$ cat src/rtl/pipe_pkg.sv
// Shared types and constants for the elastic pipeline stage registers.
// Stall counter is optional, enabled by the PIPE_STALL_CNT_EN macro in pipe_stage_elastic.
package pipe_pkg;

    typedef enum logic [1:0] {
        EMPTY = 2'd0,
        ONE   = 2'd1,
        TWO   = 2'd2
    } state_t;

    localparam int DATA_W_DEF = 16;
    localparam int CTRL_W_DEF = 12;
    localparam int CNT_W_DEF  = 16;

    // Bit positions inside the control bundle carried alongside each instruction
    localparam int WRITE_REG    = 0;
    localparam int WRITE_MEM    = 1;
    localparam int LOAD         = 2;
    localparam int BRANCH       = 3;
    localparam int BNE          = 4;
    localparam int IMM          = 5;
    localparam int ALU_CTRL_LSB = 6;
    localparam int ALU_CTRL_MSB = 8;

endpackage

$ cat src/rtl/pipe_slot.sv
// One storage entry of the elastic stage: payload plus control bundle.
// The control half can be cleared on its own so a killed entry never writes state.
module pipe_slot #(
    parameter int DATA_W = 16,
    parameter int CTRL_W = 12
) (
    input  logic              clk,
    input  logic              rst,
    input  logic              clr,
    input  logic              load,
    input  logic [DATA_W-1:0] d_data,
    input  logic [CTRL_W-1:0] d_ctrl,
    output logic [DATA_W-1:0] q_data,
    output logic [CTRL_W-1:0] q_ctrl
);

    // Clearing only touches ctrl; stale payload bits are harmless once ctrl is zero
    always_ff @(posedge clk) begin
        if (rst) begin
            q_data <= '0;
            q_ctrl <= '0;
        end else begin
            if (load)
                q_data <= d_data;
            if (clr)
                q_ctrl <= '0;
            else if (load)
                q_ctrl <= d_ctrl;
        end
    end

endmodule

$ cat src/rtl/pipe_stage_elastic.sv
// Valid/ready pipeline stage register with a 2-entry skid buffer and flush.
// Define PIPE_STALL_CNT_EN to build the saturating stall counter; otherwise stall_cnt is 0.
module pipe_stage_elastic
    import pipe_pkg::*;
#(
    parameter int DATA_W = DATA_W_DEF,
    parameter int CTRL_W = CTRL_W_DEF,
    parameter int CNT_W  = CNT_W_DEF
) (
    input  logic              clk,
    input  logic              rst,
    input  logic              in_valid,
    output logic              in_ready,
    input  logic [DATA_W-1:0] in_data,
    input  logic [CTRL_W-1:0] in_ctrl,
    output logic              out_valid,
    input  logic              out_ready,
    output logic [DATA_W-1:0] out_data,
    output logic [CTRL_W-1:0] out_ctrl,
    input  logic              flush,
    output logic [CNT_W-1:0]  stall_cnt
);

    state_t              state;
    logic                accept;
    logic                emit;
    logic                main_load;
    logic                skid_load;
    logic                main_from_skid;
    logic [DATA_W-1:0]   main_d_data;
    logic [CTRL_W-1:0]   main_d_ctrl;
    logic [DATA_W-1:0]   main_data;
    logic [CTRL_W-1:0]   main_ctrl;
    logic [DATA_W-1:0]   skid_data;
    logic [CTRL_W-1:0]   skid_ctrl;

    // in_ready depends only on the state register, never on out_ready
    assign in_ready  = (state != TWO);
    assign out_valid = (state != EMPTY);
    assign accept    = in_valid & in_ready;
    assign emit      = out_valid & out_ready;
    assign out_data  = main_data;
    assign out_ctrl  = out_valid ? main_ctrl : '0;

    always_comb begin
        main_load      = 1'b0;
        skid_load      = 1'b0;
        main_from_skid = 1'b0;
        case (state)
            EMPTY: main_load = accept;
            ONE: begin
                if (accept && emit)
                    main_load = 1'b1;
                else if (accept)
                    skid_load = 1'b1;
            end
            TWO: begin
                if (emit) begin
                    main_load      = 1'b1;
                    main_from_skid = 1'b1;
                end
            end
            default: ;
        endcase
    end

    assign main_d_data = main_from_skid ? skid_data : in_data;
    assign main_d_ctrl = main_from_skid ? skid_ctrl : in_ctrl;

    // Flush outranks every transition; reset outranks flush
    always_ff @(posedge clk) begin
        if (rst) begin
            state <= EMPTY;
        end else if (flush) begin
            state <= EMPTY;
        end else begin
            case (state)
                EMPTY: if (accept) state <= ONE;
                ONE: begin
                    if (accept && !emit)
                        state <= TWO;
                    else if (!accept && emit)
                        state <= EMPTY;
                end
                TWO: if (emit) state <= ONE;
                default: state <= EMPTY;
            endcase
        end
    end

    pipe_slot #(.DATA_W(DATA_W), .CTRL_W(CTRL_W)) u_main (
        .clk    (clk),
        .rst    (rst),
        .clr    (flush),
        .load   (main_load),
        .d_data (main_d_data),
        .d_ctrl (main_d_ctrl),
        .q_data (main_data),
        .q_ctrl (main_ctrl)
    );

    pipe_slot #(.DATA_W(DATA_W), .CTRL_W(CTRL_W)) u_skid (
        .clk    (clk),
        .rst    (rst),
        .clr    (flush),
        .load   (skid_load),
        .d_data (in_data),
        .d_ctrl (in_ctrl),
        .q_data (skid_data),
        .q_ctrl (skid_ctrl)
    );

`ifdef PIPE_STALL_CNT_EN
    logic [CNT_W-1:0] stall_q;

    // Saturating count of downstream back-pressure cycles; flush leaves it alone
    always_ff @(posedge clk) begin
        if (rst)
            stall_q <= '0;
        else if (out_valid && !out_ready && (stall_q != {CNT_W{1'b1}}))
            stall_q <= stall_q + 1'b1;
    end

    assign stall_cnt = stall_q;
`else
    assign stall_cnt = '0;
`endif

endmodule

$ cat config.mk
export PLATFORM = sky130hd
export DESIGN_NAME = pipe_stage_elastic
export DESIGN_NICKNAME = d
export VERILOG_FILES = /design/src/rtl/pipe_pkg.sv /design/src/rtl/pipe_slot.sv /design/src/rtl/pipe_stage_elastic.sv
export SDC_FILE = /design/constraint.sdc
export NUM_CORES = 1
export LEC_CHECK = 0
export ABC_AREA = 1
export CAP_MARGIN = 30
export CELL_PAD_IN_SITES_DETAIL_PLACEMENT = 2
export CELL_PAD_IN_SITES_GLOBAL_PLACEMENT = 2
export CORE_ASPECT_RATIO = 1.1
export CORE_MARGIN = 1.5
export CORE_UTILIZATION = 25
export CTS_CLUSTER_SIZE = 40
export DETAILED_ROUTE_END_ITERATION = 12
export GPL_ROUTABILITY_DRIVEN = 1
export PLACE_DENSITY = 0.84
export SKIP_CTS_REPAIR_TIMING = 1
export SLEW_MARGIN = 30
export SYNTH_ARGS = -nofsm -noshare
export SYNTH_HDL_FRONTEND = slang
export SYNTH_SLANG_ARGS = --single-unit
$ cat constraint.sdc
create_clock -name clk -period 1.31 [get_ports clk]
set_clock_uncertainty 0.1 [all_clocks]
set_input_delay 0.3275 -clock clk [delete_from_list [all_inputs] [get_ports clk]]
set_output_delay 0.3275 -clock clk [all_outputs]
set_load 0.02 [all_outputs]
==> Word level (Yosys, flattened, before mapping) <==
Cells that the tools add are included.
{ "word_totals": {"elab_cells": 37, "inputBits": 33, "register_bits": 58, "out_inout_bits": 46} }
{ "op_classes": {"eq_ne": 6, "reduce_logical": 9, "bitwise_logic": 2, "muxes": 15} }
{ "op_table": {"columns": ["op", "count"], "rows": [
  ["$mux 12", 2],
  ["$mux 16", 1],
  ["$mux 2", 4],
  ["$mux 1", 6],
  ["$ne 2x2->1 const B", 3],
  ["$pmux 2 s3", 1],
  ["$logic_and 1x1->1", 3],
  ["$ne 3x3->1 const B", 1],
  ["$pmux 1 s3", 1],
  ["$reduce_and 3->1", 1],
  ["$and 1x1->1", 2],
  ["$eq 2x1->1 const B", 1],
  ["$eq 2x2->1 const B", 1],
  ["$logic_not 1->1", 2],
  ["$logic_not 2->1", 1],
  ["$reduce_bool 2->1", 1],
  ["$reduce_or 2->1", 1]
]} }

==> Longest topological paths before layout <==
Gate-level depths: netlist (run 1).
{ "depth": {"ltp_word": 7, "depth_mapped": 8, "depth_no_buf": 7} }

==> Cells and area by module <==
Synthesis (run 1) repeated with hierarchy kept, for this count alone.
{ "hier_totals": {"hier_cells": 455, "area_unflattened_um2": 2931.6} }
{ "by_module_without_submodules": {"columns": ["module", "seq_area_each_um2", "instances", "area_each_um2", "cells_per_inst"], "rows": [
  ["pipe_slot", 560.5, 2, 1081.0, 147],
  ["pipe_stage_elastic", 40.0, 1, 769.5, 161]
]} }

==> Least setup slack after synthesis (run 1) <==
No wires, ideal clock.
{ "synth_path": {"path_kind": "reg2out", "startpoint": "register state[1]", "endpoint": "output port out_valid", "path_stages_with_launch": 4, "n_path_buf": 1, "arrival_ns": 0.973, "setup_slack_ns": -0.090, "required_time_ns": 0.882, "cell_sequence": "dfxtp_1 -> nor2_1 -> clkbuf_1 -> inv_1"} }
{ "synth_via": {"elab_chain_cells": 1} }
{ "synth_lines": {"columns": ["item", "line", "source"], "rows": [
  ["start, declared", "pipe_stage_elastic.sv:24", "state_t state;"],
  ["start signal, assigned", "pipe_stage_elastic.sv:73", "state <= EMPTY;"],
  ["start signal, assigned", "pipe_stage_elastic.sv:75", "state <= EMPTY;"],
  ["start signal, assigned", "pipe_stage_elastic.sv:78", "EMPTY: if (accept) state <= ONE;"],
  ["$reduce_bool 2->1", "pipe_stage_elastic.sv:39", "assign out_valid = (state != EMPTY);"],
  ["end, declared", "pipe_stage_elastic.sv:16", "output logic out_valid,"]
]} }
No other way between the ends.

==> Final worst setup path (run 1) <==
{ "layout_path": {"startpoint": "register state[1]", "endpoint": "register u_skid.q_data[3]"} }
{ "layout_via": {"elab_chain_cells": 5, "elab_cells_between_ends": 9} }
{ "layout_lines": {"columns": ["item", "line", "source"], "rows": [
  ["$ne 2x2->1 / $reduce_bool 2->1 (equally long branches)", "pipe_stage_elastic.sv:38, pipe_stage_elastic.sv:39", null],
  ["$and 1x1->1 (on tied branches)", "pipe_stage_elastic.sv:40, pipe_stage_elastic.sv:41", null],
  ["$mux 1 / $logic_and 1x1->1 (equally long branches)", "pipe_stage_elastic.sv:54, pipe_stage_elastic.sv:52", null],
  ["$mux 1", "pipe_stage_elastic.sv:52", "if (accept && emit)"],
  ["$mux 1 (*)", "pipe_stage_elastic.sv:49", "case (state)"],
  ["end signal, assigned", "pipe_slot.sv:24", "q_data <= d_data;"],
  ["end, declared", "pipe_slot.sv:13", "output logic [DATA_W-1:0] q_data,"]
]} }
Mark *: on every way between the ends. The rest lies on a longest branch, timed or not.
A chain may end at the register's enable or synchronous reset.

==> out/results.txt, run 1 <==
status: finished with violations
failing checks: negative setup slack
IO Pins: 79
setup violators final: 74
Initial DRT Pass Iterations: 4
Syn-to-layout area delta: 77.7%
Avg WL per Cell: 23.6 um
cell with the most instances after synthesis: nor2_1
CP startpoint: state[1]
Critical Setup Path Class: flip-flop to flip-flop
Setup crit end kind: flip-flop
sequential share of the synthesized area: 0.400
vias in the first global route: 3483
Remaining Overflow, GRT: 0
layout net count: 598
Synth Area in Compound Gates: 0.0530
Clock transition at path regs: 50 ps
Longest Clk Path Bufs: 2
die area: 0.0123 mm^2
Leak: 2.23 nW
Critical Path RT: 1470 ps
RSZ-0062 raised after global routing: true
FP Rows: 41
Hold Path Stages: 2
All-Layer GR Usage: 0.186
pin count of the biggest net entering global routing: 41
Post-synth EDFFs: 0
Distinct cells, synth: 18
fraction of layout instances using a drive strength above 1: 0.394
Worst Setup Start Kind: flip-flop
largest family of logic cells by synthesized area: simple AND/OR/NAND/NOR gates
chip width: 106 um
global-route wire length before repair: 17600 um
clock sink count: 58
simple-gate share of the synthesized area: 0.389
fin cells: 719
CTS root buf: clkbuf_16
RD Place Congestion: 0.791
n_diodes: 0
# Max-Cap Violations: 0
xor/xnor cell area share of the yosys netlist: 0
leading post-synthesis cells by cell area: dfxtp_1 40%, nor2_1 20%, nand2_1 12%, inv_1 6.1%, buf_4 4.9%
Synth Instances: 456
Antenna Violating Nets Remaining: 0
placed insts: 681
DRC: 0
fillers: 1275
worst-case reg-to-reg path depth: 9
Routed WL: 17000 um
adder-cell share of the synthesized area: 0
Avg Inst Size Synth: 6.37 um^2
final setup TNS: -23180 ps
crit path DAT: 1870 ps
CTS H-tree lvls: 3
Post-DP HPWL: 7150 um
height of the die: 116 um
vias per cell: 4.79
#FFs+latches synth: 58
mux share of post-synthesis cell area: 0
CTS Buf Count: 9
Synth top area share: 0.400
TritonCTS clock tree: built
Port-buffer cells: 62
Fmax achieved: 587 MHz
Main synth FF type: dfxtp_1
min-delay src: u_skid.q_data[7]
crit path time final: 1700 ps
largest area contributor in the netlist: dfxtp_1
Ys Warns: 0
clk_lat worst skew: 350 ps
reg2reg start: state[1]
Max Fanout on Critical Path: 7
Hold Vio Cnt, Final: 0
Cell Pwr Density: 1070 mW/mm^2
crit share post-route: 1.30
Worst Hold Class: flip-flop to flip-flop
Max rail drop VDD: 1040 uV
First DRT Iteration DRCs: 102
initial antenna violation count: 0
count of pins over their slew limit: 0
Core Region: 0.0114 mm^2
final worst slack: -394 ps
Starting Density: 0.255
Synth top cells by count: 155 x nor2_1, 90 x nand2_1, 58 x dfxtp_1
asr flop ratio synth: 0
Mapped Area: 0.00290 mm^2
routed via count: 3443
## state kept, by name (all words and copies together) (netlist names)
| register | flops |
|---|---|
| u_main.q_data | 16 |
| u_skid.q_data | 16 |
| u_skid.q_ctrl | 12 |
| state | 2 |
| u_main.q_ctrl | 12 |
## stage by stage
stage	total power, W	utilization	worst slack, ps	cell area, um^2	hold slack (ps)
finish	0.00553	0.453	-394	5160	406
global route	0.00569	0.453	-442	5160	430
global placement	0.00261	0.344	-891	3920	362
detailed placement	0.00265	0.344	-992	3920	377
floorplan	0.00232	-	-39.9	2960	354
CTS	0.00515	0.371	-1350	4220	389
## layer usage
layer / track usage / vias to the layer above / part of all wire
met1: 0.202 / 1696 / 0.39
met4: 0.0586 / 0 / 0.045
met5: 0 / - / 0
li1: - / 1558 / -
met3: 0.0450 / 56 / 0.046
met2: 0.354 / 133 / 0.52
## area by class of cell
class                           count  area [um^2]  area share
Timing Repair Buffer              124         1350       0.261
Multi-Input combinational cell    323         1960       0.379
Clock buffer                       12          236      0.0458
Inverter                           49          204      0.0395
Sequential cell                    58         1160       0.226
Tap cell                          150          188      0.0364
Clock inverter                      3         65.1      0.0126
## power by group
part           internal (W)  total [W]  switching, W
Clock               0.00165    0.00261      0.000951
Combinational      0.000422    0.00103      0.000612
Sequential          0.00184    0.00189     0.0000468
## cells by family (layout without fill, tap and decap cells)
logic type             after synthesis  count (layout)
AND/OR/NAND/NOR                    277             277
flip-flops                          58              58
AO/OA/AOI/OAI                       30              30
buffers and inverters               90             188
other                                1              16
## path summary, 6_finish.rpt
check                                   endpoint  slack [ps]
worst max-delay path            u_skid.q_data[3]        -390
worst min-delay path            u_skid.q_data[7]         410
worst max register to register  u_skid.q_data[3]        -390
worst min register to register  u_skid.q_data[7]         410
## layout by cell type, fill, tap and decap left out, types with 2 or more instances in the layout
master and count:
o21ai_4 5, buf_8 2, clkbuf_2 17, nor2_2 29
o21ai_2 23, clkdlybuf4s50_1 31, nand2_2 8, inv_1 44
buf_12 13, dfxtp_1 56, buf_6 11, dfxtp_2 2
clkbuf_1 3, nor2_1 108, nand2_1 57, nand2_8 2
clkbuf_16 18, nor2_4 20, nand2_4 24, buf_4 40
nand3_1 12, inv_2 2, nand3b_1 16, bufinv_16 2
conb_1 16
## critical path, cell delays in order (launching register included)
cell and delay (ps):
dfxtp_2 340, buf_6 130, buf_6 110, nor2_4 180
buf_12 140, nand2_8 110, clkinv_8 110, buf_6 130
nor2_1 70, nor2_1 180
Power figures use the tool's default switching activity.
==> inputs of run 2 (changes only) <==
- CORE_MARGIN: 1.5 -> 4
- SLEW_MARGIN: 30 -> 25
==> out/results.txt, run 2 (synthesis gave the netlist of run 1 again) <==
Most Frequent Cell on Critical Path: buf_6
reg2reg setup slack: -310 ps (+80 ps)
All-Layer GR Usage: 0.148 (-0.0376)
Leak: 1.94 nW (-13%)
Worst Setup Start Kind: flip-flop
Top Registers: u_main.q_data: 16 flops, u_skid.q_data: 16 flops
combinational fraction of design power: 0.154 (-0.033)
Post-DP HPWL: 6570 um (-8.1%)
Clock transition at path regs: 50 ps (about the same)
Setup crit end kind: output port
Cell Pwr Density: 1190 mW/mm^2 (+11%)
DP Area: 0.00382 mm^2 (-2.6%)
FP Rows: 41 (unchanged)
count of pins over their slew limit: 0 (unchanged)
Initial DRT Pass Iterations: 4 (unchanged)
Port-buffer cells: 62 (unchanged)
cell at the slowest stage of the critical path: dfxtp_4
RD Place Congestion: 0.775 (-2.0%)
Routed WL: 11900 um (-30%)
Starting Density: 0.254 (-0.00114)
DRC: 0 (unchanged)
utilization after layout: 0.390 (-0.0634)
final worst slack: -321 ps (+73.5 ps)
IO Pins: 79 (unchanged)
initial antenna violation count: 0 (unchanged)
chip width: 111 um (+4.7%)
Fmax achieved: 613 MHz (+4.5%)
RSZ-0062 raised after global routing: true
NetSw: 0.00140 W (-13%)
fraction of layout instances using a drive strength above 1: 0.269 (-0.125)
crit path time final: 1630 ps (-73.5 ps)
# Max-Cap Violations: 0 (unchanged)
fillers: 1300 (+2.0%)
crit share post-route: 1.24 (-0.0561)
fin cells: 697 (-3.1%)
Hold Path Stages: 2 (unchanged)
n_diodes: 0 (unchanged)
Clock Power Share: 0.492 (+0.020)
layout net count: 575 (-3.8%)
clock sink count: 58 (unchanged)
worst-case reg-to-reg path depth: 8 (-1)
vias in the first global route: 3228 (-7.3%)
CTS Buf Count: 9 (unchanged)
Max Fanout on Critical Path: 3 (-4)
CTS H-tree lvls: 3 (unchanged)
crit path DAT: 1200 ps (-670 ps)
Worst Hold Class: flip-flop to flip-flop
Sw Ratio: 0.264 (-0.0270)
power share of the sequential group: 0.354 (+0.013)
setup violators final: 71 (-4.1%)
status: finished with violations
register area: 0.00117 mm^2 (+0.43%)
height of the die: 121 um (+4.3%)
area of the multi-input gates: 0.00157 mm^2 (-20%)
placed insts: 671 (-1.5%)
global-route wire length before repair: 15900 um (-9.2%)
Syn-to-layout area delta: 53.5%
Remaining Overflow, GRT: 0 (unchanged)
First DRT Iteration DRCs: 107 (+4.9%)
Cell Int Power: 0.00389 W (-0.55%)
routed via count: 3112 (-9.6%)
Antenna Violating Nets Remaining: 0 (unchanged)
failing checks: negative setup slack
Avg WL per Cell: 17.1 um (-27%)
Hold Vio Cnt, Final: 0 (unchanged)
die area: 0.0134 mm^2 (+9.2%)
Max rail drop VDD: 435 uV (-58%)
pin count of the biggest net entering global routing: 33 (-20%)
Core Region: 0.0114 mm^2 (+0.45%)
max incr delay on CP: 380 ps (+40 ps)
most frequent cells in the layout: 141 x nor2_1, 71 x nand2_1, 56 x dfxtp_1, 44 x inv_1, 31 x clkdlybuf4s50_1
TritonCTS clock tree: built
most common cell after layout, fill and taps aside: nor2_1
Critical Setup Path Class: flip-flop to output port
clk_lat worst skew: 330 ps (-20 ps)
Longest Clk Path Bufs: 2 (unchanged)
Critical Path RT: 880 ps (-590 ps)
Final Cell Area: 0.00446 mm^2 (-14%)
vias per cell: 4.46 (-6.8%)
CTS root buf: clkbuf_16
crit-path cells: buf_6 > inv_4 > nor2_2 > inv_1 > buf_6
## run 2: changes by cell type in the layout (fill, tap and decap cells not counted), sizes merged
cell,change
clkbuf,-5
clkinvlp,+1
buf,-20
nor2,+1
inv,+1
## run 2: cell type report
| class | instances | share of cell area |
|---|---|---|
| clock buffers | 11 | 0.0544 |
| clock inverters | 5 | 0.0174 |
| multi-input cells | 324 | 0.351 |
| well taps | 150 | 0.0421 |
| flip-flops and latches | 58 | 0.262 |
| repair buffers | 100 | 0.229 |
| inverters | 49 | 0.0435 |
## run 2: path summary, 6_finish.rpt
| kind | endpoint | start |
|---|---|---|
| min reg2reg | u_skid.q_ctrl[5] | u_skid.q_ctrl[5] |
| min | u_skid.q_ctrl[5] | u_skid.q_ctrl[5] |
| max | in_ready | state[1] |
| max reg2reg | u_main.q_ctrl[0] | state[1] |
## run 2: metrics by stage
step                power (W)  hold WS [ps]  worst slack (ps)  setup TNS, ps
CTS                   0.00523           389             -1000         -33000
finish                0.00529           386              -321         -12100
detailed placement    0.00263           377              -667         -41000
floorplan             0.00232           354             -39.9           -359
global placement      0.00260           361              -571         -36080
global route          0.00551           415              -393         -16640
## run 2: metal layers
layer,vias to the layer above,share of wire,GRT usage
met5,-,0,0
met4,0,0.012,0.0554
met3,11,0.034,0.0324
met2,65,0.53,0.256
met1,1531,0.43,0.181
li1,1505,-,-
## run 2: power groups by stage
stage | clock network, W | logic, W | registers, W
after detailed placement | 0 | 0.000721 | 0.00191
after floorplan | 0 | 0.000367 | 0.00195
after global placement | 0 | 0.000696 | 0.00190
final | 0.00261 | 0.000813 | 0.00187
after global routing | 0.00275 | 0.000883 | 0.00188
after CTS | 0.00262 | 0.000731 | 0.00187
## run 2: worst max-delay path: cells and delay by family, from the launching register on
family,cells,cell delay (ps)
buffers and inverters,4,370
and+or+nand+nor,1,130
DFF,1,380
==> inputs of run 3 (changes only) <==
- MAX_ROUTING_LAYER: default -> met4
==> out/results.txt, run 3 (synthesis gave the netlist of run 1 again) <==
crit share post-route: 1.24 (about the same)
Critical Setup Path Class: flip-flop to output port
Top Registers: u_main.q_data: 16 flops, u_skid.q_data: 16 flops
Post-DP HPWL: 6570 um (unchanged)
status: finished with violations
Worst Hold Class: flip-flop to flip-flop
die area: 0.0134 mm^2 (unchanged)
Avg WL per Cell: 17.2 um (+0.34%)
reg2reg setup slack: -300 ps (about the same)
RR Endpoint: u_main.q_ctrl[9]
layout net count: 575 (unchanged)
reg2reg start: state[1]
Cell Pwr Density: 1180 mW/mm^2 (-0.62%)
# Max-Cap Violations: 0 (unchanged)
final setup TNS: -12080 ps (+19.5 ps)
All-Layer GR Usage: 0.152 (+0.00421)
setup violators final: 70 (-1.4%)
vias per cell: 4.47 (+0.13%)
Setup crit end kind: output port
initial antenna violation count: 0 (unchanged)
Hold Vio Cnt, Final: 0 (unchanged)
Critical Path RT: 880 ps (about the same)
chip width: 111 um (unchanged)
crit path DAT: 1200 ps (about the same)
Hold Path Stages: 2 (unchanged)
fillers: 1325 (+1.9%)
vias in the first global route: 3226 (-0.062%)
Routed WL: 12000 um (+0.34%)
utilization after layout: 0.390 (+0.000766)
clk_lat worst skew: 330 ps (about the same)
fraction of layout instances using a drive strength above 1: 0.269 (unchanged)
Starting Density: 0.254 (unchanged)
Syn-to-layout area delta: 53.8%
final worst slack: -320 ps (+0.527 ps)
failing checks: negative setup slack
Worst Setup Start Kind: flip-flop
Initial DRT Pass Iterations: 4 (unchanged)
global-route wire length before repair: 15900 um (about the same)
clock sink count: 58 (unchanged)
most common cell after layout, fill and taps aside: nor2_1
Clock transition at path regs: 50 ps (about the same)
CTS root buf: clkbuf_16
Max Fanout on Critical Path: 3 (unchanged)
pin count of the biggest net entering global routing: 33 (unchanged)
FP Rows: 41 (unchanged)
min-delay src: u_skid.q_data[6]
IO Pins: 79 (unchanged)
worst slack at placement: -667 ps (unchanged)
count of pins over their slew limit: 0 (unchanged)
Port-buffer cells: 62 (unchanged)
Antenna Violating Nets Remaining: 0 (unchanged)
Most Frequent Cell on Critical Path: buf_6
area of the multi-input gates: 0.00157 mm^2 (+0.32%)
DRC: 0 (unchanged)
Remaining Overflow, GRT: 0 (unchanged)
n_diodes: 0 (unchanged)
height of the die: 121 um (unchanged)
worst-case reg-to-reg path depth: 8 (unchanged)
Leak: 1.95 nW (+0.32%)
crit path time final: 1630 ps (-0.527 ps)
Max rail drop VDD: 574 uV (+32%)
Hold Path Sink: u_skid.q_data[6]
CTS Buf Count: 9 (unchanged)
cell at the slowest stage of the critical path: dfxtp_4
RSZ-0062 raised after global routing: true
max incr delay on CP: 370 ps (about the same)
most frequent cells in the layout: 140 x nor2_1, 72 x nand2_1, 56 x dfxtp_1, 44 x inv_1, 31 x clkdlybuf4s50_1
TritonCTS clock tree: built
RD Place Congestion: 0.786 (+1.4%)
Core Region: 0.0114 mm^2 (unchanged)
routed via count: 3116 (+0.13%)
register area: 0.00117 mm^2 (unchanged)
CTS H-tree lvls: 3 (unchanged)
Longest Clk Path Bufs: 2 (unchanged)
crit-path cells: buf_6 > inv_4 > nor2_2 > inv_1 > buf_6
First DRT Iteration DRCs: 91 (-15%)
Fmax achieved: 613 MHz (about the same)
overall power: 0.00527 W (-0.43%)
-- run 3: changes by cell type in the layout (fill, tap and decap cells not counted) --
cell     delta
nor2_2      +1
nor2_1      -1
buf_6       +1
nand2_2     -2
nand2_4     +1
nand2_1     +1
buf_4       -1
-- run 3: worst max path at each step --
stage	startpoint	endpoint	slack, ps	depth (start not counted)
floorplan	state[1]	out_ctrl[10]	-40	3
global placement	state[1]	out_ctrl[8]	-570	3
detailed placement	out_ready	u_main.q_ctrl[10]	-670	9
CTS	state[1]	out_ctrl[10]	-1000	3
global route	state[1]	u_main.q_data[12]	-410	7
finish	state[1]	in_ready	-320	5
-- run 3: final cells by class --
class                   instances  area share
inverters                      49      0.0434
clock buffers                  11      0.0543
flip-flops and latches         58       0.262
clock inverters                 5      0.0174
well taps                     150      0.0420
multi-input cells             324       0.352
repair buffers                100       0.230
-- run 3: power breakdown --
part           total (W)  internal, W  switching, W
Combinational   0.000819     0.000350      0.000469
Clock            0.00258      0.00171      0.000868
Sequential       0.00187      0.00184     0.0000376
Total            0.00527      0.00390       0.00137
-- run 3: layer usage --
layer	vias up	part of all wire	wire, um	global-route usage
met2	59	0.54	6460	0.256
li1	1510	-	-	-
met3	8	0.031	367	0.0324
met4	0	0.010	123	0.0554
met1	1539	0.42	5000	0.181
met5	-	0	0	-
-- run 3: stage by stage --
stage          instance area [um^2]  instances  hold slack, ps
3_3_place_gp                   3820        671             361
4_1_cts                        4140        687             389
3_5_place_dp                   3820        671             377
5_1_grt                        4470        697             415
2_1_floorplan                  2960        471             354
6_report                       4470        697             387
-- run 3: worst max-delay path, delay by kind of cell, from the launching register on --
kind	cells	cell delay [ps]
flops	1	370
buf+inv	4	370
simple gates	1	130
